[config.mk]
export PLATFORM = sky130hd
export DESIGN_NAME = shift_add_mult_ctrl
export DESIGN_NICKNAME = d
export VERILOG_FILES = /design/src/rtl/mult_pkg.sv /design/src/rtl/custom_adder.sv /design/src/rtl/shift_add_mult_ctrl.sv
export SDC_FILE = /design/constraint.sdc
export NUM_CORES = 1
export LEC_CHECK = 0
export ABC_AREA = 1
export CAP_MARGIN = 20
export CORE_MARGIN = 2
export CORE_UTILIZATION = 45
export CTS_CLUSTER_DIAMETER = 120
export DETAILED_ROUTE_END_ITERATION = 8
export PLACE_DENSITY = 0.68
export SLEW_MARGIN = 30
export SYNTH_ARGS = -nofsm -noshare
export SYNTH_HDL_FRONTEND = slang
export SYNTH_HIERARCHICAL = 1
export SYNTH_SLANG_ARGS = --single-unit
[constraint.sdc]
create_clock -name clk -period 5.8 [get_ports clk]
set_clock_uncertainty 0.2 [all_clocks]
set_input_delay 1.16 -clock clk [delete_from_list [all_inputs] [get_ports clk]]
set_output_delay 1.16 -clock clk [all_outputs]
set_load 0.005 [all_outputs]
[src/rtl/mult_pkg.sv]
// Shared types and sizing helpers for the shift-add multiplier controller.
package mult_pkg;

    typedef enum logic [1:0] {
        IDLE,
        RUN,
        DONE
    } mult_state_t;

    function automatic int cnt_w(input int size);
        return $clog2(size);
    endfunction

endpackage

[src/rtl/custom_adder.sv]
// Ripple-carry style SIZE-bit adder with carry in/out, shared by the multiplier.
module custom_adder #(
    parameter int SIZE = 32
) (
    input  logic [SIZE-1:0] A,
    input  logic [SIZE-1:0] B,
    input  logic            Cin,
    output logic [SIZE-1:0] Sum,
    output logic            Cout
);

    assign {Cout, Sum} = {1'b0, A} + {1'b0, B} + {{SIZE{1'b0}}, Cin};

endmodule

[src/rtl/shift_add_mult_ctrl.sv]
// Sequential unsigned multiplier: one partial product per cycle through a single adder,
// fixed SIZE-cycle latency, result held on Product until the next load.
module shift_add_mult_ctrl
    import mult_pkg::*;
#(
    parameter int SIZE = 32
) (
    input  logic              clk,
    input  logic              rst_n,
    input  logic              start,
    input  logic [SIZE-1:0]   A,
    input  logic [SIZE-1:0]   B,
    output logic              busy,
    output logic              done,
    output logic [2*SIZE-1:0] Product
);

    localparam int CNT_W = cnt_w(SIZE);
    localparam logic [CNT_W-1:0] LAST = CNT_W'(SIZE - 1);

    mult_state_t      state, state_nxt;
    logic [SIZE-1:0]  mcand;
    logic [SIZE-1:0]  acc_hi;
    logic [SIZE-1:0]  acc_lo;
    logic [CNT_W-1:0] cnt;

    logic [SIZE-1:0]   add_b;
    logic [SIZE-1:0]   sum;
    logic              cout;
    logic [2*SIZE-1:0] shifted;

    assign add_b = acc_lo[0] ? mcand : '0;

    custom_adder #(.SIZE(SIZE)) u_add (
        .A    (acc_hi),
        .B    (add_b),
        .Cin  (1'b0),
        .Sum  (sum),
        .Cout (cout)
    );

    // The carry-out becomes the top product bit, so the 2*SIZE+1 value shifts right by one.
    assign shifted = {cout, sum, acc_lo[SIZE-1:1]};

    assign busy = (state != IDLE);

    always_comb begin
        state_nxt = state;
        case (state)
            IDLE:    if (start) state_nxt = RUN;
            RUN:     if (cnt == LAST) state_nxt = DONE;
            DONE:    state_nxt = IDLE;
            default: state_nxt = IDLE;
        endcase
    end

    always_ff @(posedge clk or negedge rst_n) begin
        if (!rst_n) begin
            state <= IDLE;
        end else begin
            state <= state_nxt;
        end
    end

    always_ff @(posedge clk or negedge rst_n) begin
        if (!rst_n) begin
            mcand   <= '0;
            acc_hi  <= '0;
            acc_lo  <= '0;
            cnt     <= '0;
            Product <= '0;
            done    <= 1'b0;
        end else begin
            done <= 1'b0;
            case (state)
                IDLE: begin
                    if (start) begin
                        mcand  <= A;
                        acc_hi <= '0;
                        acc_lo <= B;
                        cnt    <= '0;
                    end
                end
                RUN: begin
                    acc_hi <= shifted[2*SIZE-1:SIZE];
                    acc_lo <= shifted[SIZE-1:0];
                    cnt    <= cnt + 1'b1;
                    if (cnt == LAST) begin
                        Product <= shifted;
                        done    <= 1'b1;
                    end
                end
                default: ;
            endcase
        end
    end

endmodule

### Word-level counts from Yosys, hierarchy flattened

Cells that the tools add are included.

| cells by class | value |
|---|---|
| add/subtract/negate cells | 2 |
| multiply operators | 0 |
| divide/modulo/power cells | 0 |
| $lt $le $gt $ge | 0 |
| eq/ne operators | 4 |
| shifts and indexed selects | 0 |
| mux-type cells | 12 |
| bitwise gates (word level) | 0 |
| reductions and logical operators | 7 |

Operator list:

| operator | count |
|---|---|
| $pmux W32 S2 | 2 |
| $mux W32 | 3 |
| $add A32 B32 Y33 | 1 |
| $pmux W5 S2 | 1 |
| $reduce_and A2 Y1 | 4 |
| $add A5 B1 Y5 const B | 1 |
| $eq A5 B5 Y1 const B | 1 |
| $mux W5 | 1 |
| $mux W2 | 2 |
| $ne A2 B2 Y1 const B | 2 |
| $pmux W2 S2 | 1 |
| $reduce_bool A2 Y1 | 2 |
| $eq A2 B1 Y1 const B | 1 |
| $logic_not A2 Y1 | 1 |
| $mux W1 | 2 |

| word-level totals | value |
|---|---|
| flip-flop bits (word level) | 168 |
| bits in latches | 0 |
| bits in writable memories | 0 |
| bits in read-only memories | 0 |
| output and inout bits | 66 |
| word-level logic and storage cells | 32 |
| memories kept | 0 |

### Depth between registers and ports, before layout

Gate-level depths: netlist (run 1).

| depth | value |
|---|---|
| word-level depth | 3 |
| depth in mapped cells | 17 |
| mapped depth without buffers | 16 |

### By module

The synthesis (run 1) kept the hierarchy.

By module, submodules not included:

| module | instances | cells an instance | area an instance (um^2) | sequential area each (um^2) |
|---|---|---|---|---|
| shift_add_mult_ctrl | 1 | 864 | 7,179.4 | 4,204.0 |
| custom_adder | 1 | 505 | 2,393.5 | 0.0 |

### Worst setup path after synthesis (run 1)

OpenSTA, ideal clock, no wires.

| timing | value |
|---|---|
| path type | reg-to-reg |
| start | reg acc_lo[0] |
| end | reg Product[59] |
| arrival time | 2.217 ns |
| path slack | 3.253 ns |
| cell stages (with the launch flop) | 18 |
| path through | dfrtp_1 -> clkbuf_1 -> nand2_1 -> inv_1 -> fa_1 -> fa_1 -> nand3_1 -> nand3_1 -> nand2_1 -> nand2_2 -> nand2_1 -> nand2_2 -> nand2_1 -> nand2_1 -> nand2_1 -> nand2_1 -> inv_1 -> o21ai_0 |

| between the ends | value |
|---|---|
| word-level cells in the longest chain between the ends | 2 |

RTL lines:

| what | RTL line | source |
|---|---|---|
| start, declared | shift_add_mult_ctrl.sv:24 | `logic [SIZE-1:0] acc_lo;` |
| start signal, assigned | shift_add_mult_ctrl.sv:86 | `acc_lo <= shifted[SIZE-1:0];` |
| $mux W32 | shift_add_mult_ctrl.sv:32 | `assign add_b = acc_lo[0] ? mcand : '0;` |
| named net add_b[0] | shift_add_mult_ctrl.sv:27 | `logic [SIZE-1:0] add_b;` |
| $add A32 B32 Y33 | custom_adder.sv:12 | `assign {Cout, Sum} = {1'b0, A} + {1'b0, B} + {{SIZE{1'b0}}, Cin};` |
| named net sum[28] | shift_add_mult_ctrl.sv:28 | `logic [SIZE-1:0] sum;` |
| end signal, assigned | shift_add_mult_ctrl.sv:89 | `Product <= shifted;` |
| end, declared | shift_add_mult_ctrl.sv:15 | `output logic [2*SIZE-1:0] Product` |

The timed path passes the listed nets, and every way through them passes these cells.
A chain may end at the register's enable or synchronous reset.

### Worst setup path after layout (run 1)

| timing | value |
|---|---|
| start | in start |
| end | reg acc_lo[17] |

| between the ends | value |
|---|---|
| word-level cells in the longest chain between the ends | 2 |

RTL lines:

| what | RTL line | source |
|---|---|---|
| start, declared | shift_add_mult_ctrl.sv:10 | `input logic start,` |
| $ne A2 B2 Y1 (no source line) | -- |  |
| $reduce_and A2 Y1 (no source line) | -- |  |

Every way passes these cells.

==> results of run 1 <==
registers in the layout (all words and copies together), names as in the netlist:
register and count:
acc_hi 32, mcand 32, acc_lo 32, Product 64, done 1, state 2
cnt 5
per-layer routing:
metal | wire (um) | vias to the layer above
met5 | 0 | -
met4 | 455 | 0
met3 | 1090 | 30
met2 | 11100 | 202
met1 | 11200 | 3861
li1 | - | 4372
cell type report:
class | instances | area, um^2 | area share
repair buffers | 140 | 1380 | 0.119
flip-flops and latches | 168 | 4200 | 0.361
clock buffers | 17 | 425 | 0.0366
inverters | 187 | 707 | 0.0608
multi-input cells | 963 | 4370 | 0.376
well taps | 275 | 344 | 0.0296
clock inverters | 15 | 200 | 0.0172
worst max-delay path, delay by kind of cell:
kind                   cells  cell delay (ps)
buffers and inverters      2             1330
AO/OA/AOI/OAI              1              920
AND/OR/NAND/NOR            2              270
power groups by stage:
stage / sequential (W) / combinational, W / clock (W)
after global placement: 0.00197 / 0.00249 / 0
after detailed placement: 0.00198 / 0.00254 / 0
after global routing: 0.00202 / 0.00295 / 0.00124
after CTS: 0.00196 / 0.00256 / 0.00120
final: 0.00196 / 0.00254 / 0.00117
after floorplan: 0.00191 / 0.00175 / 0
stage by stage:
step | util | worst slack [ps] | power (W)
finish | 0.555 | 2230 | 0.00567
global route | 0.555 | 2030 | 0.00621
CTS | 0.555 | 2190 | 0.00573
detailed placement | 0.525 | 1800 | 0.00452
global placement | 0.525 | 1860 | 0.00446
floorplan | - | 3250 | 0.00365
logic make-up (layout without fill, tap and decap cells):
family | Yosys count | in the layout | synth area share
and+or+nand+nor | 822 | 822 | 0.344
xor gates and xnor gates | 15 | 15 | 0.0137
DFF | 168 | 168 | 0.439
adders and majority gates | 35 | 35 | 0.0473
buffers and inverters | 238 | 359 | 0.104
AOI/OAI and AO/OA | 90 | 90 | 0.0511
other | 1 | 1 | 0.000392
path summary, 6_finish.rpt:
check / depth (start not counted) / endpoint / startpoint / slack [ps]
worst max-delay path: 5 / acc_lo[17] / start / 2230
max in group asynchronous: 2 / acc_hi[25] / rst_n / 3800
min in group asynchronous: 1 / Product[35] / rst_n / 480
worst min-delay path: 2 / mcand[0] / mcand[0] / 270
worst min register to register: 2 / mcand[0] / mcand[0] / 270
worst max register to register: 7 / Product[3] / state[0] / 2440
cells in the mapped netlist (all sizes together) (2+ instances only):
cell / instances / area share
nand2: 673 / 0.27
inv: 187 / 0.074
dfrtp: 168 / 0.44
nand3: 94 / 0.050
o21ai: 67 / 0.039
nor2: 43 / 0.018
buf: 36 / 0.024
ha: 33 / 0.043
a21oi: 21 / 0.011
clkbuf: 15 / 0.0059
xor2: 14 / 0.013
nor3: 5 / 0.0026
nand4: 4 / 0.0026
fa: 2 / 0.0042
==> run metrics, run 1 <==
status=finished, final reports clean; share of total power in sequential cells=0.346; post-synthesis cell area=9570 um^2; antenna violation net count after detailed routing=0; WL per Instance=13.5 um; Total GRT Usage=0.223; met3 Usage GRT=0.0326; fmax=0.280 GHz; total congestion overflow=0; main flop type after synthesis=dfrtp_1; met1 usage=0.305; CP max-delay cell=o21ai_4; layout cells sized above 1=0.0456; area growth from synthesis to layout=21.6%; startpoint types=input pin; Pins Over Slew Limit=0; Mean Syn Cell Area=6.99 um^2; post-layout instance area=11600 um^2; YS warnings=6; Layout Cells excl Fill=1765; Leak Pwr=6.61 nW; global routing's busiest layer=met2; CTS Buffer Depth=2; post-layout min period=3570 ps; Slew @ Worst Pin=892 ps; Iteration-0 DRC Markers=500; CTS buffer count=17; RSZ-0062 raised after global routing=no; final setup TNS=0 ps; Netlist cell types=35; hpwl dp=17000 um; routed vias=8465; syn_nets=1471; number of vias per cell=4.80; dpl cells=1733; row cnt=53; detailed-route DRC error count=0; Synth Register Bits=168; crit path max fanout=34; Crit path required time=5930 ps; sequential share of the synthesized area=0.439; Gate power share=0.447; Hold Crit Class=reg -> reg; initial antenna violation count=0; Crit. End Element=register; buffers added on ports=132; EDFF count, synth=0; hold-fix buffers at CTS=0; NumNets Final=1579; Max VDD drop=0.000249 V; largest net degree at the start of global routing=98; GP Congestion=0.938; clk_lat worst skew=430 ps; post-CTS resize count=0; Clk pwr share=0.207; CTS tree=yes; Worst Path Arrival=3690 ps; ys async rst share=1.00; total core area=21000 um^2; Pwr per Cell Area=487 nW/um^2; switching share of power=0.427; I/O pin cnt=133; Largest stage delay, worst path=920 ps; first-pass GRT wire length=39900 um; CTS HTree Levels=4; die area=22500 um^2; relative slew slack=0.403; Hold Slack=270 ps; commonest non-fill, non-tap cell in the layout=nand2_1; drt total wl=23900 um; Net Sw Power=0.00242 W; fillcell total=2103; die height=150 um; maximum capacitance violations=0; Initial Util=0.457; Crit path top cell by count=nand2_1; Ant. Diodes=0; Critical Path, Cell by Cell=clkdlybuf4s50_1 -> o21ai_4 -> inv_2 -> nand2_1 -> nand2_1; Crit Path Category=in -> reg; clock transition at the registers of the reported paths=80 ps; dpl cell area=11000 um^2; width of the die=150 um; drt pass-1 iters=5; final setup violation count=0; Cell Int Power=0.00325 W; Post-Syn Instances=1369; vias in the first global route=8132; period utilization=0.615; # Post-CTS Setup Buffers=0; commonest non-fill, non-tap cells in the layout=nand2_1, inv_1, dfrtp_1; M2 GR Usage=0.363; endpoints failing hold=0; clock root buffer=clkbuf_16; clock sink count=168
No activity file was read; power rests on OpenSTA's default activity.
==> run 2: changes to the inputs <==
--- a/config.mk
+++ b/config.mk
@@ -11,7 +11,7 @@
 export CORE_UTILIZATION = 45
 export CTS_CLUSTER_DIAMETER = 120
 export DETAILED_ROUTE_END_ITERATION = 8
-export PLACE_DENSITY = 0.68
+export PLACE_DENSITY = 0.7
 export SLEW_MARGIN = 30
 export SYNTH_ARGS = -nofsm -noshare
 export SYNTH_HDL_FRONTEND = slang
==> constraint.sdc (replaced) <==
create_clock -name clk -period 3 [get_ports clk]
set_clock_uncertainty 0.2 [all_clocks]
set_input_delay 0.6 -clock clk [delete_from_list [all_inputs] [get_ports clk]]
set_output_delay 0.6 -clock clk [all_outputs]
set_load 0.005 [all_outputs]
==> run 2 against run 1 <==
Against the previous run: clock power increased by 88%; cell area is 0.66% higher; first-iteration DRC count is 2.0% higher; utilization grew 0.36 points; flip-flop and latch count did not move; combinational power grew 96%; power increased by 93%; global-route usage is 0.64 points higher; setup slack lost 1900 ps; sequential power up 93%; the run now ends with hold timing left; via count grew 1.6%.
==> run metrics, run 2 (same netlist as run 1, synthesis figures left out) <==
relative slew slack=0.529; r2r setup slk=370 ps; area growth from synthesis to layout=22.4%; endpoints failing hold=24; I/O pin cnt=133; area of the multi-input gates=4380 um^2; startpoint types=register; period utilization=0.878; met3 Usage GRT=0.0387; Biggest register=Product; Crit path required time=3090 ps; clk_lat worst skew=440 ps; clock sink count=168; post-layout instance area=11700 um^2; share of total power in sequential cells=0.346; Pwr per Cell Area=935 nW/um^2; Critical Path, Cell by Cell=nand2_1 -> inv_1 -> fa_1 -> fa_2 -> nand3_1 -> nand3_1 -> nand2_1 -> nand2_2 -> nand2_1 -> nand2_2 -> nand2_1 -> nand2_1 -> nand2_1 -> nand2_1 -> inv_1 -> o21ai_0; hpwl dp=17200 um; Largest stage delay, worst path=450 ps; met1 usage=0.306; Worst Path Arrival=2720 ps; maximum capacitance violations=0; routed vias=8599; drt total wl=24600 um; Crit Path Category=reg -> reg; switching share of power=0.426; WL per Instance=13.9 um; status=finished, violations left; Initial Util=0.457; final setup violation count=0; # Post-CTS Setup Buffers=0; antenna violation net count after detailed routing=0; Crit path top cell by count=nand2_1; register area=4200 um^2; vias in the first global route=8371; commonest non-fill, non-tap cell in the layout=nand2_1; buffers added on ports=132; total congestion overflow=0; drt pass-1 iters=5; fillcell total=2065; failing checks=hold timing; Total GRT Usage=0.229; Leak Pwr=6.65 nW; Hold Slack=-15.4 ps; global routing's busiest layer=met2; crit path max fanout=4; initial antenna violation count=0; Hold Crit Class=in -> async; GP Congestion=0.961; number of vias per cell=4.85; CTS tree=yes; die height=150 um; largest net degree at the start of global routing=70; CTS HTree Levels=4; Slew @ Worst Pin=707 ps; layout cells sized above 1=0.0508; die area=22500 um^2; Pins Over Slew Limit=0; RSZ-0062 raised after global routing=no; first-pass GRT wire length=40900 um; clock root buffer=clkbuf_16; Placement Setup Slack=314 ps; Max VDD drop=0.000466 V; detailed-route DRC error count=0; Net Sw Power=0.00467 W; Clk pwr share=0.200; Crit. End Element=register; Iteration-0 DRC Markers=510; post-layout min period=2630 ps; commonest non-fill, non-tap cells in the layout=nand2_1, inv_1, dfrtp_1; CTS buffer count=17; CTS Buffer Depth=2; max reg flops=64; width of the die=150 um; dpl cell area=11100 um^2; total core area=21000 um^2; CP max-delay cell=fa_1; Ant. Diodes=0; Gate power share=0.454; final setup TNS=0 ps; M2 GR Usage=0.379; setup ws final=367 ps; row cnt=53; NumNets Final=1586; fmax=0.380 GHz; clock transition at the registers of the reported paths=70 ps; Cell Int Power=0.00629 W
[run 2: changes by cell type in the layout (fill, tap and decap cells not counted), sizes merged]
cell / previous run / this run
buf: 9 / 16
clkinv: 8 / 7
inv: 193 / 194
[run 2: cell type report]
type | instances | share of cell area
Clock buffer | 17 | 0.0363
Clock inverter | 15 | 0.0146
Inverter | 187 | 0.0604
Multi-Input combinational cell | 963 | 0.374
Sequential cell | 168 | 0.359
Tap cell | 275 | 0.0294
Timing Repair Buffer | 147 | 0.127
[run 2: per-layer routing]
metal	part of all wire	vias up	routed length (um)
li1	-	4385	-
met2	0.47	212	11500
met4	0.024	0	597
met5	0	-	0
met3	0.049	41	1210
met1	0.46	3961	11300
[run 2: power by group through the flow]
stage	logic, W	registers [W]	clock network [W]
2_1_floorplan	0.00337	0.00369	0
3_3_place_gp	0.00487	0.00379	0
3_5_place_dp	0.00496	0.00382	0
4_1_cts	0.00500	0.00379	0.00224
5_1_grt	0.00573	0.00392	0.00233
6_report	0.00497	0.00379	0.00220
[run 2: timing repair]
item / CTS / global route
endpoints found under the setup margin: 0 / 1
gates resized for setup: 0 / 1
hold endpoints to repair: 0 / 0
hold buffers: 0 / 0
[run 2: final timing paths]
kind                           start           to  cells after the start
setup reg to reg           acc_lo[0]   acc_hi[27]                     16
hold / removal                 rst_n  Product[36]                      1
hold reg to reg            mcand[13]    mcand[13]                      2
setup / recovery           acc_lo[0]   acc_hi[27]                     16
max in group asynchronous      rst_n  Product[61]                      2
min in group clk           mcand[13]    mcand[13]                      2
[run 2: critical path, delay by kind of cell (launching register included)]
| family | cells | cell delay, ps |
|---|---|---|
| and+or+nand+nor | 11 | 820 |
| DFF | 1 | 400 |
| AOI/OAI and AO/OA | 1 | 90 |
| adders and majority gates | 2 | 860 |
| buffers and inverters | 2 | 100 |
[run 2: metrics by stage]
stage / std cells / hold slack, ps / total power [W] / utilization
2_1_floorplan: 1369 / 104 / 0.00706 / -
3_3_place_gp: 1740 / 254 / 0.00866 / 0.530
3_5_place_dp: 1740 / 259 / 0.00879 / 0.530
4_1_cts: 1772 / 1.21 / 0.0110 / 0.559
5_1_grt: 1772 / 25.7 / 0.0120 / 0.559
6_report: 1772 / -15.4 / 0.0110 / 0.559
